`config.mk`:
```
export PLATFORM = sky130hd
export DESIGN_NAME = rr_arb_mux
export DESIGN_NICKNAME = d
export VERILOG_FILES = /design/src/rtl/rr_arb_mux_pkg.sv /design/src/rtl/rr_arb_mux_pick.sv /design/src/rtl/rr_arb_mux.sv
export SDC_FILE = /design/constraint.sdc
export NUM_CORES = 1
export LEC_CHECK = 0
export BUFFER_PORTS_ARGS = -buffer_cell sky130_fd_sc_hd__buf_4
export CAP_MARGIN = 20
export CELL_PAD_IN_SITES_DETAIL_PLACEMENT = 1
export CELL_PAD_IN_SITES_GLOBAL_PLACEMENT = 2
export CORE_UTILIZATION = 26
export DETAILED_ROUTE_END_ITERATION = 7
export GPL_ROUTABILITY_DRIVEN = 1
export PLACE_DENSITY = 0.86
export SETUP_SLACK_MARGIN = 0.1
export SKIP_CTS_REPAIR_TIMING = 1
export SLEW_MARGIN = 20
export SYNTH_ARGS = -nofsm -noshare
export SYNTH_HDL_FRONTEND = slang
export SYNTH_HIERARCHICAL = 1
export SYNTH_SLANG_ARGS = --single-unit
```
`constraint.sdc`:
```
create_clock -name CLK -period 3.2 [get_ports CLK]
set_input_delay 0.32 -clock CLK [delete_from_list [all_inputs] [get_ports CLK]]
set_output_delay 0.32 -clock CLK [all_outputs]
set_load 0.005 [all_outputs]
```
`src/rtl/rr_arb_mux_pkg.sv`:
```
// rr_arb_mux_pkg: shared definitions for the round-robin arbitrating mux.
//   - DefWidth / DefNumIn : default data width and channel count
//   - state_e             : output register occupancy (StEmpty / StFull)
//   - clog2 / sel_width   : constant functions for the channel-index width
package rr_arb_mux_pkg;

    localparam int unsigned DefWidth = 32;
    localparam int unsigned DefNumIn = 4;

    typedef enum logic {
        StEmpty = 1'b0,
        StFull  = 1'b1
    } state_e;

    function automatic int unsigned clog2(input int unsigned n);
        int unsigned w;
        w = 0;
        while ((64'd1 << w) < 64'(n)) begin
            w++;
        end
        return w;
    endfunction

    // Channel index width; never narrower than one bit so NUM_IN=1 still has a port.
    function automatic int unsigned sel_width(input int unsigned n);
        return (n > 1) ? clog2(n) : 1;
    endfunction

endpackage

```
`src/rtl/rr_arb_mux_pick.sv`:
```
// rr_arb_mux_pick: combinational rotating priority picker.
//   req_i : per-channel request vector
//   ptr_i : highest-priority channel index (0..NUM_IN-1)
//   gnt_o : one-hot grant (all zero when no request)
//   idx_o : binary index of the granted channel
//   any_o : at least one request present
// The request vector is duplicated and shifted right by ptr_i, so the search
// order ptr, ptr+1, ..., wraps at NUM_IN rather than at a power of two.
module rr_arb_mux_pick #(
    parameter int unsigned NUM_IN = 4,
    parameter int unsigned SEL_W  = 2
) (
    input  logic [NUM_IN-1:0] req_i,
    input  logic [SEL_W-1:0]  ptr_i,
    output logic [NUM_IN-1:0] gnt_o,
    output logic [SEL_W-1:0]  idx_o,
    output logic              any_o
);

    localparam int unsigned SumW = SEL_W + 1;
    localparam logic [SumW-1:0] NumInW = SumW'(NUM_IN);

    logic [2*NUM_IN-1:0] dbl;
    logic [NUM_IN-1:0]   rot;
    logic [SEL_W-1:0]    off;
    logic [SumW-1:0]     sum;
    logic                found;

    always_comb begin
        dbl   = {req_i, req_i};
        rot   = NUM_IN'(dbl >> ptr_i);
        off   = '0;
        found = 1'b0;
        for (int i = 0; i < NUM_IN; i++) begin
            if (!found && rot[i]) begin
                found = 1'b1;
                off   = SEL_W'(i);
            end
        end
        // ptr + offset is below 2*NUM_IN, so one conditional subtract wraps it.
        sum = {1'b0, ptr_i} + {1'b0, off};
        if (sum >= NumInW) begin
            sum = sum - NumInW;
        end
        idx_o = sum[SEL_W-1:0];
        any_o = found;
        gnt_o = '0;
        for (int i = 0; i < NUM_IN; i++) begin
            gnt_o[i] = found && (idx_o == SEL_W'(i));
        end
    end

endmodule

```
`src/rtl/rr_arb_mux.sv`:
```
// rr_arb_mux: N-channel round-robin arbitrating mux with a one-entry output register.
//   CLK, RST (async, active low)
//   IN_DATA/IN_VALID/IN_READY : per-channel valid/ready inputs, channel i at [i*WIDTH +: WIDTH]
//   OUT_DATA/OUT_VALID/OUT_READY/OUT_SEL : registered output word and its source channel
//   IN_LAST : end-of-packet marker, only when ARB_MUX_LOCK_EN is defined
// With ARB_MUX_LOCK_EN defined, a channel keeps the grant from its first word
// until the word carrying IN_LAST; the priority pointer moves only at that point.
module rr_arb_mux
    import rr_arb_mux_pkg::*;
#(
    parameter int unsigned  WIDTH  = DefWidth,
    parameter int unsigned  NUM_IN = DefNumIn,
    localparam int unsigned SEL_W  = sel_width(NUM_IN)
) (
    input  logic                    CLK,
    input  logic                    RST,
    input  logic [NUM_IN*WIDTH-1:0] IN_DATA,
    input  logic [NUM_IN-1:0]       IN_VALID,
    output logic [NUM_IN-1:0]       IN_READY,
`ifdef ARB_MUX_LOCK_EN
    input  logic [NUM_IN-1:0]       IN_LAST,
`endif
    output logic [WIDTH-1:0]        OUT_DATA,
    output logic                    OUT_VALID,
    input  logic                    OUT_READY,
    output logic [SEL_W-1:0]        OUT_SEL
);

    localparam logic [SEL_W-1:0] LastIdx = SEL_W'(NUM_IN - 1);

    state_e            state_q;
    logic [WIDTH-1:0]  out_data_q;
    logic [SEL_W-1:0]  out_sel_q;
    logic [SEL_W-1:0]  ptr_q;

    logic [NUM_IN-1:0] pick_gnt;
    logic [SEL_W-1:0]  pick_idx;
    logic              pick_any;

    logic [NUM_IN-1:0] gnt_vec;
    logic [SEL_W-1:0]  gnt_idx;
    logic              free;
    logic              xfer;
    logic [31:0]       base;
    logic [WIDTH-1:0]  sel_word;
    logic [SEL_W-1:0]  next_ptr;

`ifdef ARB_MUX_LOCK_EN
    logic              lock_q;
    logic [SEL_W-1:0]  lidx_q;
`endif

    rr_arb_mux_pick #(
        .NUM_IN (NUM_IN),
        .SEL_W  (SEL_W)
    ) u_pick (
        .req_i (IN_VALID),
        .ptr_i (ptr_q),
        .gnt_o (pick_gnt),
        .idx_o (pick_idx),
        .any_o (pick_any)
    );

    always_comb begin
        gnt_vec = pick_gnt;
        gnt_idx = pick_idx;
`ifdef ARB_MUX_LOCK_EN
        // While locked only the owning channel can be granted, even if idle.
        if (lock_q) begin
            gnt_idx = lidx_q;
            for (int i = 0; i < NUM_IN; i++) begin
                gnt_vec[i] = (lidx_q == SEL_W'(i)) && IN_VALID[i];
            end
        end
`endif
        // Gating with RST keeps every IN_READY low while reset is held.
        free     = RST && ((state_q == StEmpty) || OUT_READY);
        IN_READY = free ? gnt_vec : '0;
        xfer     = free && (|gnt_vec);
        base     = 32'(gnt_idx) * 32'(WIDTH);
        sel_word = IN_DATA[base +: WIDTH];
        next_ptr = (gnt_idx == LastIdx) ? '0 : gnt_idx + SEL_W'(1);
    end

    always_ff @(posedge CLK or negedge RST) begin
        if (!RST) begin
            state_q    <= StEmpty;
            out_data_q <= '0;
            out_sel_q  <= '0;
            ptr_q      <= '0;
`ifdef ARB_MUX_LOCK_EN
            lock_q     <= 1'b0;
            lidx_q     <= '0;
`endif
        end else begin
            if (xfer) begin
                state_q    <= StFull;
                out_data_q <= sel_word;
                out_sel_q  <= gnt_idx;
`ifdef ARB_MUX_LOCK_EN
                if (IN_LAST[gnt_idx]) begin
                    lock_q <= 1'b0;
                    ptr_q  <= next_ptr;
                end else begin
                    lock_q <= 1'b1;
                    lidx_q <= gnt_idx;
                end
`else
                ptr_q      <= next_ptr;
`endif
            end else if (OUT_READY) begin
                // Drain without refill; data and index keep their last values.
                state_q <= StEmpty;
            end
        end
    end

    // pick_any is implied by |pick_gnt; kept on the picker for other users.
    logic unused_any;
    assign unused_any = pick_any;

    assign OUT_VALID = (state_q == StFull);
    assign OUT_DATA  = out_data_q;
    assign OUT_SEL   = out_sel_q;

endmodule

```
# Yosys cells after proc, flatten, opt, wreduce, memory -nomap -nowiden
# Index checks and enable logic that the tools add are counted.
# op_classes
n_eq_ne	3
n_mux	12
reduce_logical	16
add_sub_neg	3
n_bitwise	1
order_cmp	1
shift	2
# op_table
op	n
$shiftx A128 B8 Y32	1
$logic_and A1 B1 Y1	9
$mux W2	4
$shr A8 B2 Y4	1
$mux W1	7
$eq A2 B2 Y1 const B	2
$mux W4	1
$reduce_or A4 Y1	1
$add A2 B2 Y3	1
$ge A3 B3 Y1 const B	1
$logic_not A1 Y1	3
$add A2 B1 Y2 const B	1
$eq A2 B1 Y1 const B	1
$logic_not A2 Y1	1
$reduce_bool A2 Y1	1
$sub A2 B1 Y2 const B	1
$logic_or A1 B1 Y1	1
$not A1 Y1	1
# totals
elab_cells	42
in_bits	135
output_inout_bits	39
reg_bits	37

# Longest topological paths before layout
# Gate-level depths: netlist of the first run.
# depth
depth_word	19
ltp_mapped	13
mapped_depth_nobuf	11

# By module
# Netlist of the first run, hierarchy kept.
# by_module_without_submodules
mod	area_per_inst_um2	instances	seq_area_each_um2	cells_per_inst
rr_arb_mux	2359.8	1	925.9	126
rr_arb_mux_pick	277.8	1	0.0	40

# Least setup slack after synthesis of the first run
# OpenSTA, ideal clock, no wires.
# synth_timing
path_type	input to register
start	input port IN_VALID[2]
end	register out_data_q[0], in the netlist OUT_DATA[0]
t_arrival_ps	2667
setup_ps	125
required_ps	3075
path_buffers	2
slack_ps	408
cell_stages	12
path_cell_list	buf_2 -> o21a_1 -> a21oi_1 -> o211ai_1 -> ha_1 -> nor2b_1 -> nand2_1 -> mux2i_1 -> or4_4 -> nand3_4 -> buf_12 -> mux2_4
# synth_via
elab_chain_cells	18
elab_cells_between_ends	29
classes_between	add/sub: 2; order compare: 1; eq/ne: 3; shift: 2; mux: 8; reduce/logical: 13
# synth_lines
item	line_no	rtl
start: declaration	rr_arb_mux.sv:18	input logic [NUM_IN-1:0] IN_VALID,
$shr A8 B2 Y4 (*)	rr_arb_mux_pick.sv:31	rot = NUM_IN'(dbl >> ptr_i);
$mux W1	rr_arb_mux_pick.sv:35	if (!found && rot[i]) begin
$logic_not A1 Y1	rr_arb_mux_pick.sv:35	
$logic_and A1 B1 Y1	rr_arb_mux_pick.sv:35	
$mux W1	rr_arb_mux_pick.sv:35	
$logic_not A1 Y1	rr_arb_mux_pick.sv:35	
$logic_and A1 B1 Y1	rr_arb_mux_pick.sv:35	
$mux W1	rr_arb_mux_pick.sv:35	
(+4 left out)	--	
$ge A3 B3 Y1 or $sub A2 B1 Y2 (tied branches)	rr_arb_mux_pick.sv:42, rr_arb_mux_pick.sv:43	
$mux W2 (*)	rr_arb_mux_pick.sv:42	if (sum >= NumInW) begin
named net gnt_idx[0]	rr_arb_mux.sv:41	logic [SEL_W-1:0] gnt_idx;
$eq A2 B1 Y1 (*)	rr_arb_mux_pick.sv:49	gnt_o[i] = found && (idx_o == SEL_W'(i));
$logic_and A1 B1 Y1 (*)	rr_arb_mux_pick.sv:49	
named net gnt_vec[1]	rr_arb_mux.sv:40	logic [NUM_IN-1:0] gnt_vec;
$reduce_or A4 Y1 (*)	rr_arb_mux.sv:79	xfer = free && (|gnt_vec);
$logic_and A1 B1 Y1 (*)	rr_arb_mux.sv:79	
end signal: assignment	rr_arb_mux.sv:98	out_data_q <= sel_word;
end: declaration	rr_arb_mux.sv:32	logic [WIDTH-1:0] out_data_q;
# Mark *: on every way through the listed nets, which the timed path passes. The rest lies on a longest branch.
# A chain may end at the register's enable or synchronous reset.

# Worst setup path in the final report of the first run
# layout_timing
start	register ptr_q[0]
end	register out_data_q[15], in the netlist OUT_DATA[15]
# layout_via
elab_chain_cells	18
elab_cells_between_ends	29
classes_between	add/sub: 2; order compare: 1; eq/ne: 3; shift: 2; mux: 8; reduce/logical: 13
# layout_lines
item	line_no	rtl
start: declaration	rr_arb_mux.sv:34	logic [SEL_W-1:0] ptr_q;
start signal: assignment	rr_arb_mux.sv:109	ptr_q <= next_ptr;
$shr A8 B2 Y4	rr_arb_mux_pick.sv:31	
$mux W1	rr_arb_mux_pick.sv:35	
$logic_not A1 Y1	rr_arb_mux_pick.sv:35	
$logic_and A1 B1 Y1	rr_arb_mux_pick.sv:35	
$mux W1	rr_arb_mux_pick.sv:35	
$logic_not A1 Y1	rr_arb_mux_pick.sv:35	
$logic_and A1 B1 Y1	rr_arb_mux_pick.sv:35	
$mux W1	rr_arb_mux_pick.sv:35	
(+3 left out)	--	
$add A2 B2 Y3	rr_arb_mux_pick.sv:41	sum = {1'b0, ptr_i} + {1'b0, off};
$ge A3 B3 Y1 or $sub A2 B1 Y2 (tied branches)	rr_arb_mux_pick.sv:42, rr_arb_mux_pick.sv:43	
$mux W2	rr_arb_mux_pick.sv:42	
$eq A2 B2 Y1	rr_arb_mux_pick.sv:49	
$logic_and A1 B1 Y1 (*)	rr_arb_mux_pick.sv:49	
named net gnt_vec[2]	rr_arb_mux.sv:40	
$reduce_or A4 Y1 (*)	rr_arb_mux.sv:79	
$logic_and A1 B1 Y1 (*)	rr_arb_mux.sv:79	
# Marks and branches as above.

==> results of run 1 <==
==> worst register-to-register path, cell delays in order (launching register included) <==
cell     delay, ns
dfrtp_2       0.47
buf_4         0.17
a211o_1       0.29
o22a_1        0.19
o22ai_4       0.30
mux2i_1       0.16
or4_4         0.57
nand3_4       0.15
buf_8         0.19
mux2_2        0.35
==> sequential cells by signal (all words and copies together) (netlist names) <==
register,count
OUT_DATA,32
OUT_SEL,2
OUT_VALID,1
ptr_q,2
==> through the flow <==
step / power, uW / hold slack [ns] / instances / setup slack, ns
after floorplan: 3560 / 0.0244 / 165 / 0.414
final: 4890 / 0.00442 / 476 / 0.246
after CTS: 4860 / 0.0200 / 471 / 0.0993
after global placement: 4330 / 0.332 / 463 / 0.236
after detailed placement: 4420 / 0.342 / 463 / 0.117
after global routing: 5250 / 0.0388 / 476 / 0.0871
==> power breakdown <==
| part | switching, uW | total, uW | internal [uW] |
|---|---|---|---|
| clock network | 173 | 428 | 254 |
| registers | 170 | 909 | 740 |
| logic | 1350 | 3560 | 2210 |
| total | 1690 | 4890 | 3200 |
==> worst paths after layout <==
kind	endpoint	from	slack, ns
setup / recovery	OUT_DATA[15]$_DFFE_PN0P_	ptr_q[0]$_DFFE_PN0P_	0.25
hold / removal	OUT_DATA[6]$_DFFE_PN0P_	RST	0.004
setup reg to reg	OUT_DATA[15]$_DFFE_PN0P_	ptr_q[0]$_DFFE_PN0P_	0.25
hold reg to reg	OUT_DATA[25]$_DFFE_PN0P_	OUT_DATA[25]$_DFFE_PN0P_	0.52
max in group asynchronous	ptr_q[0]$_DFFE_PN0P_	RST	2.78
min in group CLK	OUT_VALID$_DFFE_PN0P_	OUT_READY	0.46
==> routing by layer <==
layer  vias to the layer above  routed length (um)  global-route usage, %
li1                       1005                   -                      -
met1                      1115                2840                   15.6
met2                       102                4520                   31.3
met3                        10                 685                   4.95
met4                         0                 125                   5.05
met5                         -                   0                      0
==> layout make-up <==
| type | count | area, um^2 |
|---|---|---|
| fill | 1085 | 5560 |
| timing repair buffer | 184 | 1420 |
| clock buffer | 7 | 86.3 |
| clock inverter | 1 | 30.0 |
| sequential | 37 | 927 |
| inverter | 1 | 3.75 |
| multi-input combinational | 113 | 1580 |
| tap | 133 | 166 |
==> run_results.csv, run 1 <==
group,metric,value,unit
sta,tightest_slew,0.538,ns
sta,slew-limit-headroom,64.2,%
finish,layout_common_cells,"181 x buf_4, 36 x dfrtp_1, 32 x mux4_2, 29 x mux2_4",
sta,setup_viol,0,
placed_design,place.gp.congestion,0.783,
worst_setup_path,critPathArrivalTime,3.13,ns
placed_design,port-buffer-count,173,
global_routing,gr-total-overflow,0,
sta,fin_crit,2.95,ns
status,outcome,"finished, final reports clean",
global_routing,antenna_found_initial,0,
floorplanning,boundaryPins,174,
routing,wirelength,8.17,mm
finish,final_common_cell,"buf_4",
routing,routed-via-count,2232,
cts,clock_sinks,37,
worst_setup_path,start_kind,"flop",
global_routing,grt_pass1_wl,12.5,mm
cts,cts_buffers,5,
worst_setup_path,cp.depth,9,
finish,antenna_cells,0,
sta,fin_skew,0.00486,ns
worst_setup_path,crit_path_end_kind,"flop",
routing,dr.first_iter.drc_count,25,
sta,max_freq,339,MHz
cts,htreeDepth,2,
cts,clk_latency,0.29,ns
sta,rsz0062_at_grt,"false",
global_routing,grt_max_degree,43,
cts,clockBufferDepth,2,
min_path,hp-class,"in2async",
cts,clock-root-buffer,"clkbuf_8",
cts,cts_tree,"done",
finish,area_delta_synth_final,60.0,%
synthesis,synthesis.nets,302,
sta,slew_viol_final,0,
placed_design,dp_hpwl,6.49,mm
worst_setup_path,crit_path_max_incr_delay,0.57,ns
cts,clk_pin_slew,0.08,ns
floorplanning,core,9770,um^2
power_and_ir_drop,ir_worst_vdd,0.369,mV
sta,hold_viol_final,0,
synthesis,synth_area,2630,um^2
routing,wl_per_cell,17.2,um
floorplanning,start_util,26.9,%
floorplanning,die_w,103,um
finish,fin_util,43.1,%
flow_run,drv_cap,0,
synthesis,syn-instance-count,165,
global_routing,grt_pass1_vias,2574,
power_and_ir_drop,p_leak,0.00203,uW
placed_design,dpl_cell_area,4030,um^2
worst_setup_path,cp_max_fo,12,
finish,fin_area,4220,um^2
floorplanning,dieArea,10500,um^2
worst_setup_path,reg2regPathDepth,9,
routing,firstDrtPassIters,3,
worst_setup_path,crit_chain,"buf_4, a211o_1, o22a_1, o22ai_4, mux2i_1, or4_4, nand3_4, buf_8, mux2_2",
finish,drive_above_1_share,77.8,%
synthesis,yosysWarnings,6,
routing,vias_per_cell,4.69,
routing,drc,0,
sta,setup_tns,0,ns
floorplanning,fp.dieH,103,um
synthesis,syn_area_per_cell,16.0,um^2
floorplanning,row_count,36,
power_and_ir_drop,powerDensity,1160,nW/um^2
worst_setup_path,crit_family,"compound AO/OA/AOI/OAI gates",
worst_setup_path,critPathSlowestCell,"or4_4",
finish,nets,479,
sta,min_period_over_period,92.3,%
worst_setup_path,cp.required,3.37,ns
global_routing,grt_usage,15.9,%
worst_setup_path,crit_type,"reg2reg",
routing,ant_nets,0,
worst_setup_path,critPathBufInv,2,
Note: power is estimated with default switching activity, not from simulation.
==> run 2, diff against run 1 <==
- CORE_ASPECT_RATIO: not set -> 1.75
- clock period: 3.2 -> 3.3 ns (I/O delays scaled with it)
==> run 2 against run 1 <==
Via count is 0.40% lower. Routed wire length hardly changed. Non-clock buffer count is 6 lower. Die area is 0.15% higher. Register-to-register slack hardly changed. First-iteration DRC count is 76% higher. Critical path type unchanged. Highest routed layer unchanged.
==> run_results.csv, run 2 (same netlist as run 1, synthesis figures left out) <==
group,metric,value,unit
finish,largest_reg_flops,32,
finish,final_common_cell,"buf_4",
worst_setup_path,crit_start,"ptr_q[0]$_DFFE_PN0P_",
finish,antenna_cells,0,
sta,max_freq,327,MHz
floorplanning,start_util,26.7,%
cts,clk_latency,0.28,ns
cts,clk_pin_slew,0.06,ns
sta,fin_crit,3.06,ns
cts,cts_tree,"done",
sta,tightest_slew,0.530,ns
floorplanning,core,9850,um^2
power_and_ir_drop,powerDensity,1150,nW/um^2
power_and_ir_drop,p_leak,0.00202,uW
cts,clock_sinks,37,
global_routing,grt_usage,16.2,%
min_path,hp-class,"in2async",
routing,routed-via-count,2223,
cts,clockBufferDepth,2,
routing,vias_per_cell,4.81,
worst_setup_path,crit_path_end_kind,"flop",
worst_setup_path,critPathArrivalTime,3.22,ns
sta,setup_viol,0,
power_and_ir_drop,ir_worst_vdd,0.696,mV
power_and_ir_drop,sw_frac_of_total,33.5,%
routing,dr.first_iter.drc_count,44,
sta,rsz0062_at_grt,"false",
routing,wirelength,8.17,mm
worst_setup_path,rr_startpoint,"ptr_q[0]$_DFFE_PN0P_",
worst_setup_path,crit_path_max_incr_delay,0.54,ns
finish,nets,473,
routing,ant_nets,0,
worst_setup_path,crit_type,"reg2reg",
finish,drive_above_1_share,77.4,%
power_and_ir_drop,p_sw,1630,uW
floorplanning,boundaryPins,174,
global_routing,grt_max_degree,43,
cts,clock-root-buffer,"clkbuf_16",
routing,drc,0,
global_routing,grt_pass1_wl,12.9,mm
sta,min_period_over_period,92.7,%
finish,layout_common_cells,"176 x buf_4, 36 x dfrtp_1, 32 x mux4_2, 29 x mux2_4",
global_routing,gr-total-overflow,0,
worst_setup_path,cp.required,3.46,ns
placed_design,place.gp.congestion,0.736,
placed_design,port-buffer-count,173,
power_and_ir_drop,intPower,3230,uW
sta,fin_skew,0.00325,ns
placed_design,dp_hpwl,6.62,mm
placed_design,placement.setup.worst_slack,0.204,ns
cts,htreeDepth,2,
routing,firstDrtPassIters,4,
worst_setup_path,r2r_setup_slack,0.24,ns
routing,wl_per_cell,17.7,um
status,outcome,"finished, final reports clean",
power_and_ir_drop,p_clk_share,12.6,%
global_routing,grt_pass1_vias,2583,
cts,cts_buffers,5,
finish,area_delta_synth_final,60.0,%
worst_setup_path,crit_chain,"nor3_1, a31oi_1, o211ai_1, ha_2, nor2b_1, nand2_1, mux2i_1, or4_4, nand3_4, buf_12, mux2_2",
floorplanning,die_w,78.1,um
power_and_ir_drop,power.total,4860,uW
sta,hold_ws,0.0369,ns
worst_setup_path,start_kind,"flop",
floorplanning,fp.dieH,135,um
power_and_ir_drop,seqPwrFrac,18.2,%
sta,hold_viol_final,0,
floorplanning,dieArea,10600,um^2
worst_setup_path,cp_max_fo,27,
sta,slew_viol_final,0,
global_routing,antenna_found_initial,0,
sta,slew-limit-headroom,64.7,%
sta,fin_ws,0.242,ns
flow_run,drv_cap,0,
worst_setup_path,reg2regPathDepth,11,
floorplanning,row_count,48,
power_and_ir_drop,power_frac_comb,69.2,%
sta,setup_tns,0,ns
worst_setup_path,critPathSlowestCell,"or4_4",
==> run 2: cell count changes in the layout (fill, tap and decap cells not counted), sizes merged <==
cell / before / now
bufinv: 1 / 2
clkinv: 0 / 1
buf: 183 / 178
clkbuf: 8 / 5
==> run 2: power by group through the flow <==
stage / sequential, uW / clock, uW / combinational, uW
finish: 884 / 614 / 3360
global route: 919 / 649 / 3620
CTS: 888 / 631 / 3440
detailed placement: 887 / 0 / 3440
global placement: 875 / 0 / 3330
floorplan: 859 / 0 / 2590
==> run 2: final timing paths <==
kind	to
min in group CLK	OUT_VALID$_DFFE_PN0P_
setup / recovery	OUT_DATA[14]$_DFFE_PN0P_
hold / removal	OUT_DATA[13]$_DFFE_PN0P_
max in group asynchronous	ptr_q[0]$_DFFE_PN0P_
setup reg to reg	OUT_DATA[14]$_DFFE_PN0P_
hold reg to reg	OUT_DATA[12]$_DFFE_PN0P_
==> run 2: worst max-delay path, delay by kind of cell (launching register included) <==
family                   cells  cell delay (ns)
AO/OA/AOI/OAI                2             0.27
adder cells (fa/ha/maj)      1             0.32
buffers and inverters        1             0.22
flip-flops                   1             0.48
multiplexers                 2             0.46
AND/OR/NAND/NOR              5             1.15
==> run 2: layout make-up <==
class | instances | area, um^2
Sequential cell | 37 | 927
Clock inverter | 3 | 65.1
Fill cell | 1075 | 5630
Timing Repair Buffer | 178 | 1360
Inverter | 1 | 3.75
Clock buffer | 5 | 125
Multi-Input combinational cell | 113 | 1580
Tap cell | 125 | 156
==> run 2: through the flow <==
step                      instances  cell area, um^2  utilization [%]
after floorplan                 165             2630                -
after global placement          454             4020             40.9
after detailed placement        454             4020             40.9
after CTS                       462             4210             42.8
after global routing            462             4220             42.8
final                           462             4220             42.8
==> run 2: layer usage <==
metal,global-route usage [%],vias to the layer above,share of wire [%]
met5,0,-,0
met4,7.10,0,3.4
met3,4.51,20,7.8
met2,30.8,111,58
met1,15.9,1099,31
li1,-,993,-
